==> config.mk <==
export PLATFORM = sky130hd
export DESIGN_NAME = db_wr_arbiter
export DESIGN_NICKNAME = d
export VERILOG_FILES = /design/src/rtl/db_wr_arbiter.sv
export SDC_FILE = /design/constraint.sdc
export NUM_CORES = 1
export LEC_CHECK = 0
export BUFFER_PORTS_ARGS = -buffer_cell sky130_fd_sc_hd__buf_2
export CAP_MARGIN = 20
export CORE_ASPECT_RATIO = 0.8
export CORE_MARGIN = 1.5
export CORE_UTILIZATION = 45
export CTS_CLUSTER_DIAMETER = 150
export CTS_CLUSTER_SIZE = 25
export DETAILED_ROUTE_END_ITERATION = 8
export GPL_ROUTABILITY_DRIVEN = 0
export HOLD_SLACK_MARGIN = 0.03
export PLACE_DENSITY = 0.81
export SLEW_MARGIN = 20
export SYNTH_ARGS = -nofsm -noshare
export SYNTH_HDL_FRONTEND = slang
export SYNTH_SLANG_ARGS = --single-unit
==> constraint.sdc <==
create_clock -name clk -period 3.4 [get_ports clk]
set_clock_uncertainty 0.15 [all_clocks]
set_input_delay 0.68 -clock clk [delete_from_list [all_inputs] [get_ports clk]]
set_output_delay 0.68 -clock clk [all_outputs]
set_load 0.03 [all_outputs]
==> src/rtl/db_wr_arbiter.sv <==
// Round-robin write arbiter feeding a one-entry stage register that decodes
// into data-bank, RQ and RD register writes, with a sticky bad-address flag.
module db_wr_arbiter #(
  parameter int W     = 24,
  parameter int DEPTH = 40,
  parameter int ADDRW = 6,
  parameter int NREQ  = 3
) (
  input  logic                  clk,
  input  logic                  rst,
  input  logic [NREQ-1:0]       req_valid,
  input  logic [NREQ*ADDRW-1:0] req_addr,
  input  logic [NREQ*W-1:0]     req_data,
  output logic [NREQ-1:0]       req_ready,
  input  logic                  halt,
  input  logic                  err_clr,
  output logic                  db_we,
  output logic [ADDRW-1:0]      db_waddr,
  output logic [W-1:0]          db_wdata,
  output logic                  rq_we,
  output logic [W-1:0]          rq_d,
  output logic                  rd_we,
  output logic [W-1:0]          rd_d,
  output logic [1:0]            grant_id,
  output logic                  err_addr,
  output logic [15:0]           wr_count,
  output logic                  busy
);

  logic [1:0]       ptr_q, ptr_d;
  logic             stg_valid_q, stg_valid_d;
  logic [ADDRW-1:0] stg_addr_q, stg_addr_d;
  logic [W-1:0]     stg_data_q, stg_data_d;
  logic [1:0]       stg_id_q, stg_id_d;
  logic             err_q, err_d;
  logic [15:0]      cnt_q, cnt_d;

  logic       found;
  logic [1:0] winner;
  int         idx;
  logic       xfer;
  logic       anyWe;
  logic       badAddr;

  // Scan from the pointer upward; the first valid requester wins.
  always_comb begin
    found     = 1'b0;
    winner    = 2'd0;
    idx       = 0;
    req_ready = '0;
    for (int k = 0; k < NREQ; k++) begin
      idx = (int'(ptr_q) + k) % NREQ;
      if (!found && req_valid[idx]) begin
        found  = 1'b1;
        winner = idx[1:0];
      end
    end
    if (found && !halt && !rst) req_ready[winner] = 1'b1;
  end

  always_comb begin
    xfer        = |(req_valid & req_ready);
    ptr_d       = ptr_q;
    stg_valid_d = xfer;
    stg_addr_d  = stg_addr_q;
    stg_data_d  = stg_data_q;
    stg_id_d    = stg_id_q;
    if (xfer) begin
      ptr_d      = (winner == 2'(NREQ-1)) ? 2'd0 : winner + 2'd1;
      stg_addr_d = req_addr[int'(winner)*ADDRW +: ADDRW];
      stg_data_d = req_data[int'(winner)*W +: W];
      stg_id_d   = winner;
    end
  end

  // Address decode of the staged write; unused outputs are held at zero.
  always_comb begin
    db_we    = 1'b0;
    db_waddr = '0;
    db_wdata = '0;
    rq_we    = 1'b0;
    rq_d     = '0;
    rd_we    = 1'b0;
    rd_d     = '0;
    badAddr  = 1'b0;
    if (stg_valid_q) begin
      if (stg_addr_q < ADDRW'(DEPTH)) begin
        db_we    = 1'b1;
        db_waddr = stg_addr_q;
        db_wdata = stg_data_q;
      end else if (stg_addr_q == ADDRW'(DEPTH)) begin
        rq_we = 1'b1;
        rq_d  = stg_data_q;
      end else if (stg_addr_q == ADDRW'(DEPTH + 1)) begin
        rd_we = 1'b1;
        rd_d  = stg_data_q;
      end else begin
        badAddr = 1'b1;
      end
    end
    anyWe    = db_we | rq_we | rd_we;
    grant_id = anyWe ? stg_id_q : 2'd0;
  end

  // A new error in the same cycle as err_clr keeps the flag set.
  always_comb begin
    err_d = err_q;
    if (badAddr)      err_d = 1'b1;
    else if (err_clr) err_d = 1'b0;
    cnt_d = (anyWe && cnt_q != 16'hFFFF) ? cnt_q + 16'd1 : cnt_q;
  end

  always_ff @(posedge clk or posedge rst) begin
    if (rst) begin
      ptr_q       <= 2'd0;
      stg_valid_q <= 1'b0;
      stg_addr_q  <= '0;
      stg_data_q  <= '0;
      stg_id_q    <= 2'd0;
      err_q       <= 1'b0;
      cnt_q       <= 16'd0;
    end else begin
      ptr_q       <= ptr_d;
      stg_valid_q <= stg_valid_d;
      stg_addr_q  <= stg_addr_d;
      stg_data_q  <= stg_data_d;
      stg_id_q    <= stg_id_d;
      err_q       <= err_d;
      cnt_q       <= cnt_d;
    end
  end

  assign err_addr = err_q;
  assign wr_count = cnt_q;
  assign busy     = (|req_valid) | stg_valid_q;

endmodule

==> results of run 1 <==
cell type report:
class                      count  area share, %
timing repair buffer         210           22.7
clock buffer                   6           1.51
multi-input combinational    270           44.7
tap                          108           2.82
clock inverter                 1          0.104
inverter                      14           1.09
sequential                    52           27.1
state kept, by name (all words and copies together) (netlist names):
signal and count:
ptr_q 2, stg_addr_q 6, stg_id_q 2, stg_data_q 24, err_addr 1, wr_count 16
stg_valid_q 1
metrics by stage:
step	instances	area, sq um	setup WS, ns	util (%)
5_1_grt	661	4800	0.00973	61.0
3_3_place_gp	654	4710	0.450	59.9
2_1_floorplan	360	3630	0.180	-
4_1_cts	661	4790	0.0385	60.8
3_5_place_dp	654	4710	0.333	59.9
6_report	661	4800	0.169	61.0
per-layer routing:
layer,track usage (%),vias up,routed length (um)
met5,0,-,0
met4,5.65,0,117
met3,3.28,12,478
met2,41.1,118,5270
met1,33.5,1700,4790
li1,-,1671,-
worst paths after layout:
| kind | start | end | slack (ns) | cells after the start |
|---|---|---|---|---|
| setup / recovery | ptr_q[0]$_DFFE_PP0P_ | req_ready[0] | 0.17 | 8 |
| hold / removal | rst | stg_addr_q[4]$_DFFE_PP0P_ | 0.26 | 2 |
| setup reg to reg | ptr_q[0]$_DFFE_PP0P_ | stg_data_q[16]$_DFFE_PP0P_ | 0.36 | 9 |
| hold reg to reg | stg_id_q[1]$_DFFE_PP0P_ | stg_id_q[1]$_DFFE_PP0P_ | 0.34 | 1 |
| max in group asynchronous | rst | ptr_q[0]$_DFFE_PP0P_ | 2.08 | 3 |
| min in group clk | stg_id_q[1]$_DFFE_PP0P_ | stg_id_q[1]$_DFFE_PP0P_ | 0.34 | 1 |
synth_stat cells (5+ instances only):
master and count:
xor2_1 5, and2_1 78, clkbuf_1 19, mux2_2 7, xnor2_1 10, inv_1 14
nor3_1 5, mux2_4 25, and3_1 31, ha_1 5, dfrtp_1 52, nand2_1 7
nor2_1 11, nand3_1 7, nand4_1 7, a221o_1 30
power by group through the flow:
stage / registers (mW) / clock network [mW] / logic [mW]
floorplan: 1.07 / 0 / 1.46
global placement: 1.09 / 0 / 1.87
detailed placement: 1.11 / 0 / 1.93
CTS: 1.10 / 0.348 / 1.94
global route: 1.14 / 0.372 / 2.09
finish: 1.11 / 0.337 / 1.94
cells by family after synthesis:
family / after synthesis
AOI/OAI and AO/OA: 50
xor gates and xnor gates: 15
adders and majority gates: 5
buffers and inverters: 38
DFF: 52
muxes: 34
and+or+nand+nor: 166
==> impl_metrics.env, run 1 <==
export IMPL_cpPeakStageDelay_ns=0.43
export IMPL_cp_capture_type="output pin"
export IMPL_detail_route_wirelength_mm=10.7
export IMPL_cap_violations=0
export IMPL_final_hold_violation_count=0
export IMPL_grt_start_max_net_pins=34
export IMPL_power_clock_fraction_pct=10.0
export IMPL_tritoncts_num_sinks=52
export IMPL_initial_core_util_pct=46.1
export IMPL_die_width_um=103
export IMPL_placeableCoreArea_sq_um=7870
export IMPL_worst_skew_pair_latency_ns=0.30
export IMPL_global_route_usage_total_pct=24.5
export IMPL_pwr_density_cell_nw_per_um2=706
export IMPL_row_count=29
export IMPL_outcome="completed"
export IMPL_worst_path_max_delay_cell="dfrtp_1"
export IMPL_worstHoldPathType="input pin to asynchronous set/reset pin"
export IMPL_first_global_vias=3310
export IMPL_synth_cell_types=49
export IMPL_global_route_overflow_total=0
export IMPL_final_min_period_over_clock_period_pct=95.0
export IMPL_viasPerCell=5.30
export IMPL_syn_num_nets=462
export IMPL_synthArstFlopShare_pct=100
export IMPL_synth_fa_ha_area_share_pct=1.72
export IMPL_post_cts_resize_count=0
export IMPL_yosys_most_used_dff="dfrtp_1"
export IMPL_final_period_minus_worst_setup_slack_ns=3.23
export IMPL_worst_setup_path_type="flip-flop to output pin"
export IMPL_final_slew_violations=0
export IMPL_synth_largest_type_area_fraction_pct=35.9
export IMPL_tightest_slew_ns=0.779
export IMPL_synthSimpleGateAreaFrac_pct=27.6
export IMPL_dr_total_vias=3501
export IMPL_syn_inst=360
export IMPL_timing_critical_path_arrival_ns=2.40
export IMPL_clkTransAtPathRegs_ns=0.09
export IMPL_critPathRequiredTime_ns=2.57
export IMPL_synth_compound_gate_area_share_pct=12.6
export IMPL_area_delta_synth_final_pct=32.3
export IMPL_total_power_mw=3.39
export IMPL_synth_cell_area_sq_um=3630
export IMPL_worst_path_buf_inv=2
export IMPL_hpwl_mm=8.20
export IMPL_synth_mux_area_share_pct=13.1
export IMPL_yosys_area_share_xor_xnor_pct=3.62
export IMPL_cell_internal_pwr_mw=1.93
export IMPL_post_drt_wl_per_cell_um=16.1
export IMPL_numPortBuffers=200
export IMPL_netlist_top_cells_area="dfrtp_1, and2_1, mux2_4, a221o_1, and3_1"
export IMPL_yosysTopAreaCell="dfrtp_1"
export IMPL_p_seq_share_pct=32.7
export IMPL_vdd_drop_max_uv=386
export IMPL_multi_input_area_sq_um=2140
export IMPL_die_area_sq_um=8610
export IMPL_synth_edff_count=0
export IMPL_chipHeight_um=83.3
export IMPL_timing_critical_path_from_type="flip-flop"
export IMPL_filler_cell_count=687
export IMPL_relSlewSlack_pct=47.7
export IMPL_grt_first_pass_wirelength_mm=16.6
export IMPL_final_cell_mix="buf_2, and2_1, dfrtp_1"
export IMPL_drc=0
export IMPL_floorplan_io_pins=201
export IMPL_report_final_setup_viol=0
export IMPL_worst_case_hold_slack_ns=0.260
export IMPL_synth_avg_cell_area_sq_um=10.1
export IMPL_antenna_found_initial=0
export IMPL_pwr_share_comb_pct=57.4
export IMPL_postCtsSetupBuffers=0
export IMPL_antenna_violating_nets_post_route=0
export IMPL_series_of_cell_instances_along_the_critical_path="inv_1, ha_1, mux2i_1, or2_2, nand3_1, o21ai_1, nor3_2, buf_2"
export IMPL_largest_family_of_logic_cells_by_synthesized_area="simple AND/OR/NAND/NOR gates"
export IMPL_cts_tree="yes"
export IMPL_switching_share_pct=43.1
export IMPL_finish_net_count=655
export IMPL_cts_buffers_inserted=5
export IMPL_layout_area_seq_sq_um=1300
export IMPL_synth_warnings=0
export IMPL_cp_max_fo=7
export IMPL_antenna_cells=0
export IMPL_rsz0062_at_grt="false"
export IMPL_dr_first_iter_drc_count=105
export IMPL_drive_gt1_share_pct=47.4
export IMPL_seq_area_frac_synth_pct=35.9
export IMPL_power_switching_mw=1.46
export IMPL_cts_root_buffer_cell="clkbuf_8"
export IMPL_synth_ff_latch_count=52
export IMPL_cts_hold_buffers_added=0
export IMPL_cts_root_to_sink_buffers=2
export IMPL_max_freq_ghz=0.310
export IMPL_htree_num_levels=2
export IMPL_drt_first_pass_iters=4
export IMPL_fin_tns_setup_ns=0
export IMPL_leakagePower_nw=2.77
export IMPL_final_common_cell="buf_2"
export IMPL_path_delay_family="simple AND/OR/NAND/NOR gates"
(Power assumes the default switching activity.)
==> run 2, diff against run 1 <==
--- a/config.mk
+++ b/config.mk
@@ -5,7 +5,6 @@
 export SDC_FILE = /design/constraint.sdc
 export NUM_CORES = 1
 export LEC_CHECK = 0
-export BUFFER_PORTS_ARGS = -buffer_cell sky130_fd_sc_hd__buf_2
 export CAP_MARGIN = 20
 export CORE_ASPECT_RATIO = 0.8
 export CORE_MARGIN = 1.5
@@ -13,9 +12,9 @@
 export CTS_CLUSTER_DIAMETER = 150
 export CTS_CLUSTER_SIZE = 25
 export DETAILED_ROUTE_END_ITERATION = 8
+export DONT_BUFFER_PORTS = 1
 export GPL_ROUTABILITY_DRIVEN = 0
 export HOLD_SLACK_MARGIN = 0.03
-export PLACE_DENSITY = 0.81
 export SLEW_MARGIN = 20
 export SYNTH_ARGS = -nofsm -noshare
 export SYNTH_HDL_FRONTEND = slang
==> run 2 against run 1 <==
Power shrank 3.2%. Via count shrank 21%. Combinational power fell by 9%. Clock-buffer cell count grew 2. Critical endpoint is now rq_d[18]. Maximum frequency rose by 1.9%. Cell count decreased by 29%. Register-to-register slack improved by 0.07 ns. Largest power group unchanged. Sequential share of layout area increased by 6.4 points. Global-route usage shrank 3.4 points. Setup slack gained 0.060 ns. Die area unchanged. Non-clock buffer count shrank 194.
==> impl_metrics.env, run 2 (synthesized netlist as in run 1, its figures left out) <==
export IMPL_outcome="completed"
export IMPL_placeableCoreArea_sq_um=7870
export IMPL_gr_max_usage_layer="met2"
export IMPL_worst_case_hold_slack_ns=0.133
export IMPL_final_cell_mix="and2_1, dfrtp_1, and3_1"
export IMPL_global_route_usage_total_pct=21.1
export IMPL_timing_critical_path_arrival_ns=2.34
export IMPL_vdd_drop_max_uv=344
export IMPL_viasPerCell=5.91
export IMPL_detail_route_wirelength_mm=9.35
export IMPL_worst_path_buf_inv=1
export IMPL_row_count=29
export IMPL_initial_core_util_pct=46.1
export IMPL_globalRouteMet1Util_pct=29.5
export IMPL_timing_critical_path_from_type="flip-flop"
export IMPL_floorplan_io_pins=201
export IMPL_cp_num_cells=5
export IMPL_postCtsSetupBuffers=0
export IMPL_first_global_vias=2529
export IMPL_post_drt_wl_per_cell_um=20.0
export IMPL_finish_net_count=461
export IMPL_final_common_cell="and2_1"
export IMPL_grt_first_pass_wirelength_mm=13.9
export IMPL_numPortBuffers=0
export IMPL_r2r_worst_path_cells=9
export IMPL_max_freq_ghz=0.315
export IMPL_antenna_found_initial=0
export IMPL_area_delta_synth_final_pct=6.93
export IMPL_relSlewSlack_pct=54.5
export IMPL_final_min_period_over_clock_period_pct=93.2
export IMPL_worst_skew_pair_latency_ns=0.30
export IMPL_leakagePower_nw=1.85
export IMPL_cts_tree="yes"
export IMPL_drt_first_pass_iters=5
export IMPL_report_final_setup_viol=0
export IMPL_drive_gt1_share_pct=19.4
export IMPL_tightest_slew_ns=0.675
export IMPL_path_delay_family="simple AND/OR/NAND/NOR gates"
export IMPL_cpPeakStageDelay_ns=0.53
export IMPL_series_of_cell_instances_along_the_critical_path="or2_2, or4_1, nor2_2, buf_12, and2_1"
export IMPL_dr_first_iter_drc_count=90
export IMPL_global_route_overflow_total=0
export IMPL_layout_area_seq_sq_um=1300
export IMPL_clkTransAtPathRegs_ns=0.09
export IMPL_grt_start_max_net_pins=34
export IMPL_global_route_usage_met3_pct=3.28
export IMPL_pwr_density_cell_nw_per_um2=845
export IMPL_rsz0062_at_grt="false"
export IMPL_critPathRequiredTime_ns=2.57
export IMPL_cts_buffers_inserted=5
export IMPL_antenna_cells=0
export IMPL_drc=0
export IMPL_cp_capture_type="output pin"
export IMPL_filler_cell_count=738
export IMPL_final_period_minus_worst_setup_slack_ns=3.17
export IMPL_tritoncts_num_sinks=52
export IMPL_worstHoldPathType="input pin to asynchronous set/reset pin"
export IMPL_worst_path_max_delay_cell="or4_1"
export IMPL_gr_usage_met2_pct=34.8
export IMPL_antenna_violating_nets_post_route=0
export IMPL_worst_setup_path_type="flip-flop to output pin"
export IMPL_cts_root_to_sink_buffers=2
export IMPL_multi_input_area_sq_um=2150
export IMPL_final_hold_violation_count=0
export IMPL_fin_tns_setup_ns=0
export IMPL_chipHeight_um=83.3
export IMPL_cap_violations=0
export IMPL_die_width_um=103
export IMPL_htree_num_levels=2
export IMPL_regMostFlops="stg_data_q"
export IMPL_hpwl_mm=6.94
export IMPL_largest_register_ffs=24
export IMPL_final_slew_violations=0
export IMPL_die_area_sq_um=8610
export IMPL_cp_max_fo=23
export IMPL_cts_root_buffer_cell="clkbuf_8"
export IMPL_dr_total_vias=2766
==> run 2: per-stage QoR <==
stage               instance area (sq um)  power (mW)  setup WS (ns)  std cells  util [%]
CTS                                  3880        3.31         0.0733        468      49.2
finish                               3880        3.28          0.230        468      49.3
global route                         3880        3.52         0.0642        468      49.3
floorplan                            3630        2.53          0.180        360         -
global placement                     3790        2.90          0.460        460      48.1
detailed placement                   3790        2.93          0.414        460      48.1
==> run 2: per-layer routing <==
layer | up-vias | share of wire [%]
li1 | 1285 | -
met1 | 1353 | 45
met2 | 123 | 48
met3 | 5 | 6.6
met4 | 0 | 0.59
met5 | - | 0
==> run 2: layout make-up <==
class / instances / share of cell area, %
multi-input cells: 270 / 55.5
clock buffers: 8 / 2.32
repair buffers: 16 / 3.74
flip-flops and latches: 52 / 33.5
well taps: 108 / 3.48
inverters: 14 / 1.35
==> run 2: worst paths after layout <==
check	slack, ns	start	to
min reg2reg	0.33	stg_id_q[1]$_DFFE_PP0P_	stg_id_q[1]$_DFFE_PP0P_
min	0.13	rst	ptr_q[1]$_DFFE_PP0P_
max reg2reg	0.43	ptr_q[0]$_DFFE_PP0P_	stg_addr_q[5]$_DFFE_PP0P_
max	0.23	stg_addr_q[2]$_DFFE_PP0P_	rq_d[18]
max in group asynchronous	2.33	rst	stg_data_q[20]$_DFFE_PP0P_
min in group clk	0.32	err_clr	err_addr$_DFFE_PP0P_
==> run 2: power by group <==
group	leakage, nW	internal, mW	switching (mW)
combinational	1.16	0.841	0.920
clock	0.0455	0.167	0.195
sequential	0.651	0.854	0.300
total	1.85	1.86	1.42
==> run 2: timing repair <==
action	CTS	global route
setup endpoints to repair	0	3
hold endpoints to repair	0	0
gates resized for setup	0	2
hold buffers	0	0
